## config.mk

```make
export PLATFORM = sky130hd
export DESIGN_NAME = counter_v2
export DESIGN_NICKNAME = d
export VERILOG_FILES = /design/src/rtl/scoreboard_pkg.sv /design/src/rtl/edge_sync.sv /design/src/rtl/counter_v2.sv
export SDC_FILE = /design/constraint.sdc
export NUM_CORES = 1
export LEC_CHECK = 0
export ABC_AREA = 1
export CAP_MARGIN = 20
export CORE_ASPECT_RATIO = 0.75
export CORE_UTILIZATION = 25
export CTS_CLUSTER_SIZE = 28
export DETAILED_ROUTE_END_ITERATION = 10
export GPL_TIMING_DRIVEN = 0
export PLACE_DENSITY_LB_ADDON = 0.12
export SLEW_MARGIN = 5
export SYNTH_ARGS = -nofsm -noshare
export SYNTH_HDL_FRONTEND = slang
export SYNTH_SLANG_ARGS = --single-unit
export TNS_END_PERCENT = 10
```

## constraint.sdc

```tcl
create_clock -name clk_i -period 2.4 [get_ports clk_i]
set_clock_uncertainty 0.15 [all_clocks]
set_input_delay 0.24 -clock clk_i [delete_from_list [all_inputs] [get_ports clk_i]]
set_output_delay 0.24 -clock clk_i [all_outputs]
set_load 0.02 [all_outputs]
```

## src/rtl/scoreboard_pkg.sv

```systemverilog
// Shared constants and types for the scoreboard score display path.
package scoreboard_pkg;

    localparam int SCORE_MAX = 99;
    localparam int SCORE_BW  = 7;

    typedef enum logic [1:0] {
        STEP_HOLD,
        STEP_INC,
        STEP_DEC
    } step_e;

    // Simultaneous up and down events cancel out.
    function automatic step_e decode_step(input logic up, input logic dn);
        if (up && !dn) begin
            return STEP_INC;
        end else if (dn && !up) begin
            return STEP_DEC;
        end
        return STEP_HOLD;
    endfunction

endpackage

```

## src/rtl/edge_sync.sv

```systemverilog
// Two-flop synchroniser plus rising-edge detector for one asynchronous event line.
module edge_sync (
    input  logic clk_i,
    input  logic rst_i,
    input  logic async_i,
    output logic pulse_o
);

    logic s1;
    logic s2;
    logic p;

    always_ff @(posedge clk_i) begin
        if (rst_i) begin
            s1 <= 1'b0;
            s2 <= 1'b0;
            p  <= 1'b0;
        end else begin
            s1 <= async_i;
            s2 <= s1;
            p  <= s2;
        end
    end

    assign pulse_o = s2 & ~p;

endmodule

```

## src/rtl/counter_v2.sv

```systemverilog
// Saturating 0..MAX_VAL up/down event counter fed by two asynchronous event lines.
module counter_v2
    import scoreboard_pkg::*;
#(
    parameter int BW      = SCORE_BW,
    parameter int MAX_VAL = SCORE_MAX
) (
    input  logic          clk_i,
    input  logic          rst_i,
    input  logic          clk_up_i,
    input  logic          clk_down_i,
    output logic [BW-1:0] counter_val_o
);

    localparam logic [BW-1:0] MAX = BW'(MAX_VAL);

    logic  up;
    logic  dn;
    step_e step;

    edge_sync u_up_sync (
        .clk_i   (clk_i),
        .rst_i   (rst_i),
        .async_i (clk_up_i),
        .pulse_o (up)
    );

    edge_sync u_down_sync (
        .clk_i   (clk_i),
        .rst_i   (rst_i),
        .async_i (clk_down_i),
        .pulse_o (dn)
    );

    always_comb begin
        step = decode_step(up, dn);
    end

    // Limits are checked before stepping, so the register never wraps.
    always_ff @(posedge clk_i) begin
        if (rst_i) begin
            counter_val_o <= '0;
        end else begin
            unique case (step)
                STEP_INC: if (counter_val_o < MAX)  counter_val_o <= counter_val_o + BW'(1);
                STEP_DEC: if (counter_val_o != '0)  counter_val_o <= counter_val_o - BW'(1);
                default:  counter_val_o <= counter_val_o;
            endcase
        end
    end

endmodule

```

==> results of run 1 <==
Yosys cell counts:
cell       n
nand2_1   28
inv_1     20
nor2_1    17
dfxtp_1   13
nand3_1   11
nand2_2    9
a21oi_1    8
inv_2      6
nor2_2     6
ha_1       4
o21ai_1    3
inv_4      2
nand4_2    2
buf_6      1
clkbuf_1   1
nand2_4    1
nand3_4    1
nand4_1    1
nor2_4     1
o21ai_0    1
o21bai_2   1
xnor2_1    1
per-layer routing:
metal  global-route usage  share of wire  wire (um)  vias up
met5                    0              0          0        -
met4               0.0294         0.0050         10        0
met3               0.0356          0.057        114        2
met2                0.203           0.42        847       18
met1                0.164           0.52       1040      368
li1                     -              -          -      449
worst max-delay path by stage:
| stage | depth (start not counted) | end | start |
|---|---|---|---|
| after floorplan | 17 | counter_val_o[6] | u_up_sync.s2 |
| after global placement | 17 | counter_val_o[6] | u_up_sync.s2 |
| after detailed placement | 17 | counter_val_o[6] | u_up_sync.s2 |
| after CTS | 17 | counter_val_o[6] | u_up_sync.s2 |
| after global routing | 17 | counter_val_o[4] | u_up_sync.s2 |
| final | 17 | counter_val_o[6] | u_up_sync.s2 |
state kept, by name (all words and copies together), names as in the netlist:
name and cells:
counter_val_o 7, u_down_sync.p 1, u_down_sync.s1 1, u_down_sync.s2 1, u_up_sync.p 1, u_up_sync.s1 1, u_up_sync.s2 1
cell families (layout without fill, tap and decap cells):
| logic type | after synthesis | in the layout | synth area share |
|---|---|---|---|
| AND/OR/NAND/NOR | 77 | 77 | 0.430 |
| buffers and inverters | 30 | 43 | 0.138 |
| AO/OA/AOI/OAI | 13 | 13 | 0.0788 |
| flip-flops | 13 | 13 | 0.288 |
| adder cells (fa/ha/maj) | 4 | 4 | 0.0553 |
| XOR/XNOR | 1 | 1 | 0.00968 |
through the flow:
| step | setup WS, ns | hold WS [ns] | power, mW | util | instances |
|---|---|---|---|---|---|
| floorplan | 0.402 | 0.197 | 0.362 | - | 138 |
| global placement | 0.216 | 0.243 | 0.411 | 0.309 | 187 |
| detailed placement | 0.202 | 0.245 | 0.410 | 0.309 | 187 |
| CTS | 0.191 | 0.226 | 0.613 | 0.323 | 191 |
| global route | 0.00129 | 0.243 | 0.646 | 0.323 | 191 |
| finish | 0.211 | 0.210 | 0.602 | 0.323 | 191 |
power by group through the flow:
stage / registers, mW / logic, mW / clock network (mW)
2_1_floorplan: 0.264 / 0.0988 / 0
6_report: 0.250 / 0.155 / 0.197
5_1_grt: 0.253 / 0.174 / 0.219
3_5_place_dp: 0.255 / 0.155 / 0
4_1_cts: 0.250 / 0.156 / 0.206
3_3_place_gp: 0.255 / 0.156 / 0
layout make-up:
type	instances	area, sq um	share of cell area
plain buffers	2	15.0	0.0138
inverters	28	110	0.101
multi-input cells	95	519	0.476
flip-flops and latches	13	260	0.239
well taps	40	50.0	0.0459
repair buffers	9	90.1	0.0827
clock buffers	4	45.0	0.0413
==> results.md, run 1 <==
STA:
- The final count of pins violating max slew was 0.
- The final-layout setup total negative slack is 0 ns.
- The final count of hold timing violations is 0.
- The headroom to the max-slew limit is 0.735.
- Setup violations remaining at the end of the flow were counted as 0.
- Of the available clock period, the critical path in the final layout requires 0.912.
- The minimum clock period after layout is between 2 and 2.5 ns.
- The maximum operating frequency is 0.457 GHz.
- At the pin with the least slew margin, the transition time is 0.398 ns.
- Setup repair after global routing left no endpoint under its margin.

Route:
- The total detailed-routing wirelength is about 2.0 mm.
- In the routed design, unresolved DRC markers number 0.
- The via density per instance is 4.38.
- The first-pass detailed-route iteration total is 4.
- The count of nets left with antenna violations once routing finished came out at 0.
- Dividing the detail-routed wire length by the instance count gives roughly 11 um.
- In this run, the number of DRC markers left after iteration 0 of detailed routing was 39.
- Across all layers, the routed design uses 837 vias.

Power:
- The share of total power dissipated in combinational logic is 0.257.
- The internal portion of the total power is 0.410 mW.
- Of the total power, registers draw 0.416.
- The largest voltage drop on the vdd net is 0.000294 V.
- Of the total power, the clock network draws 0.327.
- The switching component of the power is about 0.19 mW.
- The cell area power density is 552 nW/um^2.
- Of the total power, the share spent switching nets is 0.319.
- For this design the static power due to leakage is 0.531 nW.

Cells and area:
- The number of fillers in the final layout is 374.
- Relative to the synthesized area, the layout overhead comes to 20.5%.
- The count of antenna diodes in the layout is 0.
- The area of all placed cells without fillers is 1090 sq um.
- The share of layout cells above drive strength 1 is 0.219.
- The final-stage net count is 160.
- In the layout the commonest cells are nand2_1, inv_1, nor2_1.
- The most common library cell in the layout ignoring fill and taps is nand2_1.

Floorplanning:
- The die outline height is 54.1 um.
- The die is 71.5 um wide.
- For this configuration, the core starts out at a cell density of 0.268.
- The region available for standard cell placement spans 3380 sq um.
- The floorplan has 18 rows.
- The I/O pin total is 11.
- The floorplan die area is 3870 sq um.

Global routing:
- The residual overflow from global routing is 0.
- Entering global routing, the biggest net connects 11 pins.
- The wire length of the first global-routing pass is 3.51 mm.
- The initial antenna violation count is 0.
- For this run, the total global-route usage over all layers was measured as 0.124.
- The via count of the first global-routing pass is between 700 and 800.

Flow run:
- The tool flagged a number of max-cap violations equal to 0.

Worst setup path:
- The element type at the critical path start is a register.
- The critical path's top delay family is simple AND/OR/NAND/NOR gates.
- The signal on the critical path passes through inv_1 -> nor2_1 -> inv_1 -> ha_1 -> buf_6 -> inv_4 -> nand2_2 -> nand2_2 -> inv_1 -> ha_1 -> o21bai_2 -> nand3_1 -> nand2_1 -> nand2_1 -> nand3_1 -> nand2_1 -> inv_1.
- The worst reg2reg path startpoint is u_up_sync.s2.
- The most numerous cell type found on the critical path is inv_1.
- Setup slack on the worst reg-to-reg path comes out at 0.21 ns.
- At the worst endpoint, the required time is roughly 2.4 ns.
- The worst setup path is captured at a register.
- The worst stage delay on the critical path is 0.30 ns.
- In this run the critical register-to-register path is captured at counter_val_o[6].
- The count of cells along the worst register-to-register path is 17.
- Counting both buffers and inverters, the worst setup path holds a total of 6.
- The critical path data arrival time is 2.18 ns.
- Among all stages on the critical path, the largest delay is contributed by dfxtp_1.
- The maximum fanout along the worst path is 9.
- The kind of critical path is register to register.

Run status:
- The run finished with clean final reports.

Clock network:
- The CTS H-tree depth is 1.
- For the worst-skew pair, the clock arrives at the later sink with an insertion delay of 0.24 ns.
- The clock tree from TritonCTS is yes.
- The number of buffers added for setup after CTS is 0.
- The total CTS buffers is 3.
- The clock passes through at most 2 buffers.
- Once the clock tree was built, the resizer swapped 0 gates to a different size.
- For this design, the sink count on the clock tree is 13.
- The cell sitting at the root of the clock tree is a clkbuf_8.
- The register clock-pin slew on the reported worst setup and hold paths is roughly 0.06 ns.
- The count of hold-fix buffers inserted at cts is 0.

Min path:
- The classification of the worst-slack hold path is input pin to register.
- The critical hold path startpoint is rst_i.
- The path with the worst hold slack has its endpoint at u_up_sync.s2.
- The number of cells on the worst hold path is 2.

Logic synthesis:
- In this run, distinct cell masters in the synthesized netlist total 22.
- Counting every net in the synthesized netlist gives 146.
- dfxtp_1 takes more of the synthesized area than any other cell.
- Of the synthesized area, sequential elements account for 0.288.
- The area share of the leading cell type in the synthesized netlist is 0.288.
- The mapped netlist covers 905 sq um.
- Yosys attributes the largest share of cell area to dfxtp_1, nand2_1, inv_1, nor2_1, nand2_2.
- The number of warnings issued by yosys is 0.
- After synthesis, the mean cell area works out to 6.56 sq um.
- The post-synthesis instance total is 138.
- The synthesis-stage register bit count is 13.

Placed design:
- Summed over all nets, the half-perimeter wirelength after detailed placement is 1.60 mm.
- Buffers placed on the I/O ports in this run total 9.
- The routability congestion estimate is about 0.85.
- The total cell area at the placement stage is ~1000 sq um.
Power figures use the tool's default switching activity.
==> inputs of run 2 (changes only) <==
Settings changed: MAX_ROUTING_LAYER set to met4.
==> run 2 against run 1 <==
Wire length is essentially flat. Global-route usage grew 0.38 points. Register-to-register slack is essentially flat. Clock power is essentially flat. Sequential power is essentially flat. Die area is the same. Combinational power is essentially flat. Critical path depth is the same. Design area is the same. Worst setup slack is essentially flat. Non-clock buffer count is the same. Final cell count is the same. Critical endpoint unchanged. Highest routed layer unchanged.
==> results.md, run 2 (synthesized netlist as in run 1, its figures left out) <==
Clock network:
- TritonCTS built the clock tree.
- The CTS H-tree depth came to 1 (unchanged).
- The number of buffers added for setup after CTS was 0 (unchanged).
- The insertion delay of the later-clocked pin in the worst-skew pair came to 0.24 ns (about the same).
- The number of sinks driven by the clock tree came to 13 (unchanged).
- The post-cts resize count is 0 (unchanged).
- The clock root buffer master is clkbuf_8.
- The count of hold-fix buffers inserted at cts came to 0 (unchanged).
- The total CTS buffers is 3 (unchanged).
- The maximum count of clock buffers along a single path is 2 (unchanged).
- The register clock-pin slew on the reported worst setup and hold paths was 0.06 ns (about the same).

Placed design:
- The count of input and output buffers is 9 (unchanged).
- The detailed placement HPWL is 1.60 mm (unchanged).
- The total cell area at the placement stage came to 1040 sq um (unchanged).
- The post-placement worst setup slack came to 0.202 ns (unchanged).
- The routability congestion estimate is 0.860 (+1.6%).
- The number of placed instances with taps included is 187 (unchanged).

Global routing:
- The residual overflow from global routing was 0 (unchanged).
- The initial antenna violation count was 0 (unchanged).
- The wire length of the first global-routing pass is 3.51 mm (unchanged).
- The aggregate global-route resource usage came to 0.128 (+0.00378).
- The largest net degree at the start of global routing is 11 (unchanged).
- The via count of the first global-routing pass is 759 (unchanged).

Worst setup path:
- The setup path with the least slack is of type register to register.
- The worst setup path is captured at a register.
- The required time of the worst setup path was 2.39 ns (about the same).
- The critical path data arrival time is 2.18 ns (about the same).
- The maximum fanout along the worst path was 9 (unchanged).
- The worst setup path is launched from a register.
- The worst register-to-register path begins at u_up_sync.s2.
- In this run the worst setup path begins at u_up_sync.s2.

Route:
- The detailed-route wire length on metal 1 is 1.03 mm (-0.77%).
- The via density per instance is 4.38 (unchanged).
- The overall via count from detail_route is 837 (unchanged).
- The average wire per standard cell is 10.5 um (about the same).
- The number of DRC markers after the initial detailed-route iteration came to 39 (unchanged).
- In this run the top signal layer used is met4.
- The total detailed-routing wirelength is 2.01 mm (about the same).
- The detailed route wirelength on metal2 is 850 um (+0.35%).
- The wire length on met3 came to 126 um (+11%).
- The number of design rule violations left after detail routing is 0 (unchanged).
- The number of nets with antenna violations after detailed routing is 0 (unchanged).
- The first-pass detailed-route iteration total came to 4 (unchanged).

STA:
- The maximum operating frequency came to 0.457 GHz (about the same).
- The minimum clock period after layout is 2.19 ns (-0.000239 ns).
- The transition time at the pin with the least slew margin is 0.398 ns (-0.0000356 ns).
- The final-layout setup total negative slack is 0 ns (unchanged).
- The headroom to the max-slew limit is 0.735 (about the same).
- The final count of pins violating max slew was 0 (unchanged).
- The final setup slack of the worst path is 0.212 ns (+0.000239 ns).
- The final setup violation count is 0 (unchanged).
- The final count of hold timing violations is 0 (unchanged).
- Setup repair after global routing left no endpoint under its margin.
- The share of the clock period used by the worst path is 0.912 (about the same).

Floorplanning:
- The I/O pin total is 11 (unchanged).
- The site row count was 18 (unchanged).
- The die boundary width came to 71.5 um (unchanged).
- The die outline height came to 54.1 um (unchanged).
- The core area is 3380 sq um (unchanged).
- The starting utilization of the core area is 0.268 (unchanged).
- The floorplan die area is 3870 sq um (unchanged).

Cells and area:
- The final-stage net count was 160 (unchanged).
- The share of layout cells above drive strength 1 was 0.219 (unchanged).
- The area growth from synthesis to final layout is 20.5% (unchanged).
- The count of antenna diodes in the layout was 0 (unchanged).
- The number of flip-flops under the largest register name came to 7 (unchanged).
- The final instance count without filler cells is 191 (unchanged).
- The area of all placed cells without fillers is 1090 sq um (unchanged).
- Leaving out fill and tap cells, the most frequent cells in the layout are nand2_1, inv_1, nor2_1.
- The most common library cell in the layout ignoring fill and taps is nand2_1.
- The register ranked first by flip-flop count is counter_val_o.

Power:
- The largest voltage drop on the vdd net is 0.000296 V (+0.46%).
- The leakage power total was 0.531 nW (unchanged).
- The post-layout total power is 0.602 mW (about the same).
- The cell area power density is 552 nW/um^2 (about the same).

Min path:
- The startpoint identified for the worst hold timing path is rst_i.
- The classification of the worst-slack hold path is input pin to register.

Run status:
- The flow ran to the end, and the final reports show no timing, DRC or antenna violations.

Flow run:
- The max-cap check violation count is 0 (unchanged).
==> run 2: critical path: stages, from the launching register on <==
cell and delay [ns]:
dfxtp_1 0.30, inv_1 0.04, nor2_1 0.14, inv_1 0.08, ha_1 0.20, buf_6 0.15
inv_4 0.09, nand2_2 0.06, nand2_2 0.07, inv_1 0.04, ha_1 0.16, o21bai_2 0.21
nand3_1 0.12, nand2_1 0.06, nand2_1 0.05, nand3_1 0.07, nand2_1 0.06, inv_1 0.04
==> run 2: layout make-up <==
cell class	count	area [sq um]
sequential	13	260
buffer	2	15.0
inverter	28	110
timing repair buffer	9	90.1
clock buffer	4	45.0
tap	40	50.0
fill	374	2290
multi-input combinational	95	519
==> run 2: power by group <==
group | total (mW) | switching (mW) | internal (mW)
clock network | 0.197 | 0.0797 | 0.117
logic | 0.155 | 0.0934 | 0.0613
registers | 0.250 | 0.0194 | 0.231
==> run 2: through the flow <==
step / util / hold WS [ns]
after floorplan: - / 0.197
after global routing: 0.323 / 0.243
after CTS: 0.323 / 0.226
final: 0.323 / 0.210
after detailed placement: 0.309 / 0.245
after global placement: 0.309 / 0.243
==> run 2: path summary, 6_finish.rpt <==
| check | endpoint | slack (ns) | cells after the start |
|---|---|---|---|
| hold reg to reg | u_down_sync.s2 | 0.25 | 2 |
| setup / recovery | counter_val_o[6] | 0.21 | 17 |
| hold / removal | u_up_sync.s2 | 0.21 | 2 |
| setup reg to reg | counter_val_o[6] | 0.21 | 17 |
==> run 2: metal layers <==
layer | vias to the layer above | GRT usage
met2 | 20 | 0.203
met1 | 366 | 0.164
met3 | 2 | 0.0356
met5 | - | -
met4 | 0 | 0.0294
li1 | 449 | -
==> inputs of run 3 (changes only) <==
Settings changed: RECOVER_POWER set to 100.
==> run 3 against run 2 <==
Die area unchanged. Sequential power barely moved. Utilization down 0.074 points. Clock power hardly changed. Critical endpoint unchanged. Largest power group unchanged.
==> results.md, run 3 (synthesized netlist as in run 1, its figures left out) <==
Run status:
- The run finished with clean final reports.

Power:
- The largest voltage drop on the vdd net is 0.000295 V (-0.27%).
- The sequential share of power is 0.419 (+0.003).
- The logic gate share of total power came to 0.250 (-0.007).
- The switching component of the power came to 0.191 mW (-0.79%).
- The internal power component is 0.405 mW (-1.2%).
- The share of total power in the clock network is 0.331 (+0.004).
- The leakage power total was 0.551 nW (+3.7%).
- The net switching fraction of the power is 0.321 (+0.000928).
- The cell area power density is 548 nW/um^2 (-0.85%).

Global routing:
- The largest net degree at the start of global routing is 11 (unchanged).
- The wire length of the first global-routing pass came to 3.51 mm (unchanged).
- The aggregate global-route resource usage was 0.128 (unchanged).
- The via count of the first global-routing pass is 759 (unchanged).
- The initial antenna violation count is 0 (unchanged).
- The residual overflow from global routing is 0 (unchanged).

Min path:
- The worst hold path endpoint is u_up_sync.s2.
- The critical hold path startpoint is rst_i.
- The classification of the worst-slack hold path is input pin to register.
- The number of cells on the worst hold path came to 2 (unchanged).

Placed design:
- The count of input and output buffers came to 9 (unchanged).
- The number of placed instances with taps included is 187 (unchanged).
- The detailed placement HPWL came to 1.60 mm (unchanged).
- The total cell area at the placement stage is 1040 sq um (unchanged).
- The routability congestion estimate is 0.860 (unchanged).

Floorplanning:
- The die outline height is 54.1 um (unchanged).
- The core area was 3380 sq um (unchanged).
- The I/O pin total is 11 (unchanged).
- The die boundary width is 71.5 um (unchanged).
- The site row count is 18 (unchanged).
- The floorplan die area was 3870 sq um (unchanged).
- The starting utilization of the core area is 0.268 (unchanged).

Route:
- The total detailed-routing wirelength is 2.01 mm (-0.20%).
- The number of nets with antenna violations after detailed routing was 0 (unchanged).
- The average wire per standard cell is 10.5 um (-0.20%).
- The via density per instance is 4.39 (+0.12%).
- The first-pass detailed-route iteration total is 4 (unchanged).
- The number of DRC markers after the initial detailed-route iteration is 37 (-5.1%).
- The number of design rule violations left after detail routing is 0 (unchanged).
- The overall via count from detail_route is 838 (+0.12%).

Clock network:
- The post-cts resize count is 0 (unchanged).
- The insertion delay of the later-clocked pin in the worst-skew pair was 0.24 ns (about the same).
- The CTS H-tree depth is 1 (unchanged).
- The total CTS buffers came to 3 (unchanged).
- The count of hold-fix buffers inserted at cts is 0 (unchanged).
- The maximum count of clock buffers along a single path is 2 (unchanged).
- The register clock-pin slew on the reported worst setup and hold paths is 0.06 ns (about the same).
- The number of buffers added for setup after CTS is 0 (unchanged).
- The number of sinks driven by the clock tree was 13 (unchanged).
- The clock root buffer master is clkbuf_8.
- TritonCTS built the clock tree.

Worst setup path:
- The worst setup path is launched from a register.
- The worst register-to-register path begins at u_up_sync.s2.
- The endpoint identified for the worst register-to-register timing path is counter_val_o[6].
- The count of cells along the worst register-to-register path is 17 (unchanged).
- The kind of critical path is register to register.
- STA classifies the critical path endpoint as a register.
- The critical path data arrival time is 2.17 ns (about the same).
- The maximum fanout along the worst path was 9 (unchanged).
- The worst-case register-to-register setup slack was 0.22 ns (about the same).
- The required time of the worst setup path is 2.39 ns (about the same).

STA:
- Setup repair after global routing left no endpoint under its margin.
- The final count of hold timing violations was 0 (unchanged).
- The maximum operating frequency is 0.459 GHz (+0.48%).
- The final count of pins violating max slew is 0 (unchanged).
- The share of the clock period used by the worst path came to 0.907 (-0.00440).
- The headroom to the max-slew limit is 0.734 (about the same).
- The minimum clock period after layout is 2.18 ns (-0.0106 ns).
- The final-layout setup total negative slack came to 0 ns (unchanged).
- The transition time at the pin with the least slew margin is 0.399 ns (+0.000848 ns).
- The final setup violation count is 0 (unchanged).

Cells and area:
- The area of all placed cells without fillers is 1090 sq um (-0.23%).
- The count of antenna diodes in the layout was 0 (unchanged).
- The final instance count without filler cells is 191 (unchanged).
- The share of layout cells above drive strength 1 came to 0.212 (-0.00662).
- The number of flip-flops under the largest register name is 7 (unchanged).
- The area growth from synthesis to layout is 20.2%.
- The number of fillers in the final layout is 375 (+0.27%).
- In the layout the commonest cells are nand2_1, inv_1, nor2_1.
- The most common library cell in the layout ignoring fill and taps is nand2_1.
- counter_val_o holds more flip-flops than any other register.
- The final-stage net count was 160 (unchanged).

Flow run:
- The max-cap check violation count was 0 (unchanged).
[run 3: changes by cell type in the layout (fill, tap and decap cells not counted), sizes merged]
cell / delta
clkdlybuf4s50: -9
dlygate4sd3: +9
[run 3: through the flow]
stage	hold slack [ns]	util	total power, mW	setup slack (ns)
2_1_floorplan	0.197	-	0.362	0.402
3_5_place_dp	0.245	0.309	0.410	0.202
5_1_grt	0.243	0.322	0.640	0.0130
4_1_cts	0.226	0.323	0.613	0.191
3_3_place_gp	0.243	0.309	0.411	0.216
6_report	0.211	0.322	0.595	0.222
[run 3: power by group through the flow]
| stage | combinational [mW] | sequential [mW] | clock, mW |
|---|---|---|---|
| 6_report | 0.149 | 0.250 | 0.197 |
| 5_1_grt | 0.168 | 0.253 | 0.219 |
| 4_1_cts | 0.156 | 0.250 | 0.206 |
| 3_5_place_dp | 0.155 | 0.255 | 0 |
| 3_3_place_gp | 0.156 | 0.255 | 0 |
| 2_1_floorplan | 0.0988 | 0.264 | 0 |
[run 3: critical path, stage by stage, from the launching register on]
cell and delay [ns]:
dfxtp_1 0.30, inv_1 0.04, nor2_1 0.14, inv_1 0.08
ha_1 0.20, buf_6 0.15, inv_4 0.09, nand2_2 0.06
nand2_2 0.06, inv_1 0.04, ha_1 0.16, o21bai_2 0.21
nand3_1 0.12, nand2_1 0.06, nand2_1 0.05, nand3_1 0.07
nand2_1 0.06, inv_1 0.04
[run 3: worst max-delay path by stage]
| stage | start | end | slack [ns] | cells past startpoint |
|---|---|---|---|---|
| finish | u_up_sync.s2 | counter_val_o[6] | 0.22 | 17 |
| global route | u_up_sync.s2 | counter_val_o[4] | 0.01 | 17 |
| CTS | u_up_sync.s2 | counter_val_o[6] | 0.19 | 17 |
| detailed placement | u_up_sync.s2 | counter_val_o[6] | 0.20 | 17 |
| global placement | u_up_sync.s2 | counter_val_o[6] | 0.22 | 17 |
| floorplan | u_up_sync.s2 | counter_val_o[6] | 0.40 | 17 |
[run 3: final cells by class]
class,instances,area (sq um),area share
tap,40,50.0,0.0460
timing repair buffer,9,90.1,0.0829
sequential,13,260,0.239
clock buffer,4,45.0,0.0414
inverter,28,110,0.101
multi-input combinational,95,517,0.475
buffer,2,15.0,0.0138
[run 3: layer usage]
metal	global-route usage	vias to the layer above	wire, um
li1	-	449	-
met3	0.0356	2	124
met4	0.0294	0	6
met5	-	-	0
met1	0.164	367	1030
met2	0.203	20	851
==> RTL change, RTL diff (config.mk and constraints of run 3) <==
The package constant `SCORE_BW` goes from 7 to 14.
--- a/src/rtl/scoreboard_pkg.sv
+++ b/src/rtl/scoreboard_pkg.sv
@@ -2,7 +2,7 @@
 package scoreboard_pkg;
 
     localparam int SCORE_MAX = 99;
-    localparam int SCORE_BW  = 7;
+    localparam int SCORE_BW  = 14;
 
     typedef enum logic [1:0] {
         STEP_HOLD,
Interface: changed (resized counter_val_o); port bits go from 11 to 18. No check against the original RTL was run, so the function may have changed too.
==> RTL change against run 3 <==
Design area rose by 97%. Via count increased by 110%. Wire length increased by 130%. Setup slack worse by 0.047 ns. Area after synthesis grew 81%. Sequential cell count rose by 7. Critical path type unchanged. Power increased by 82%. Non-clock buffer count grew 16. First-iteration DRC count increased to 3.1 times the old value. Synthesized cell count grew 110%. Core utilization up 1.6 points.
==> RTL change: results <==
set metrics [dict create \
    ys_top_cells_by_area "dfxtp_1 (24%), nand2_1 (18%), inv_1 (14%)" \
    met3_length_um 251 \
    core_um2 6320 \
    grt_pass1_wl_um 7710 \
    multi_input_area_um2 1050 \
    clk_pin_slew_ns 0.10 \
    met1_length_um 2460 \
    dpl_worst_slack_ns -0.176 \
    cp-startpoint "u_down_sync.s2$_SDFF_PP0_" \
    dp_hpwl_um 3540 \
    num-nonclk-inverters 65 \
    dp.cells 383 \
    port_buffers 17 \
    wirelength_um 4710 \
    ys_seq_area_frac 0.244 \
    regArea_um2 400 \
    max-slew-margin-rel 0.646 \
    vias 1729 \
    synth_nets 293 \
    drtIter0Drc 113 \
    use_met2 0.210 \
    nClkBuffers 3 \
    r2r_setup_slack_ns 0.18 \
    crit_path_max_fanout 4 \
    dpl_cell_area_um2 1910 \
    yosys_register_bits 20 \
    grt_util_met1 0.224 \
    multi_input_gates 195 \
    hold_path_class "flip-flop to flip-flop" \
    clock_area_frac 0.0334 \
    ys_top_cells_by_count "nand2_1 (80), inv_1 (62), nand3_1 (28), nor2_1 (28), a21oi_1 (24)" \
    wl_met2_um 1970 \
    period_share 0.927 \
    layout.nonclk_buf_frac 0.119 \
    clkLatencyLatePin_ns 0.28 \
    switchingPower_mw 0.377 \
    seq_area_frac 0.187 \
    largest_reg_flops 14 \
    holdCritStartpoint "u_up_sync.s1$_SDFF_PP0_" \
    drive_above_1_share 0.148 \
    outcome "finished clean" \
    reg2reg_depth 15 \
]
RTL change: kinds of logic after synthesis:
kind of cell	count (synthesis)	share of synthesized area
XOR/XNOR	9	0.0596
adder cells (fa/ha/maj)	4	0.0306
AO/OA/AOI/OAI	36	0.117
flip-flops	20	0.244
buffers and inverters	70	0.175
AND/OR/NAND/NOR	146	0.374
RTL change: repair_timing:
action | in CTS | in global routing
buffers inserted | 3 | 3
gates resized for setup | 8 | 26
setup endpoints to repair | 4 | 10
pin swaps | 4 | 8
RTL change: power groups by stage:
| stage | combinational (mW) | sequential (mW) | clock (mW) |
|---|---|---|---|
| 3_3_place_gp | 0.310 | 0.394 | 0 |
| 5_1_grt | 0.372 | 0.393 | 0.388 |
| 6_report | 0.332 | 0.388 | 0.365 |
| 4_1_cts | 0.318 | 0.387 | 0.376 |
| 3_5_place_dp | 0.308 | 0.395 | 0 |
| 2_1_floorplan | 0.182 | 0.416 | 0 |
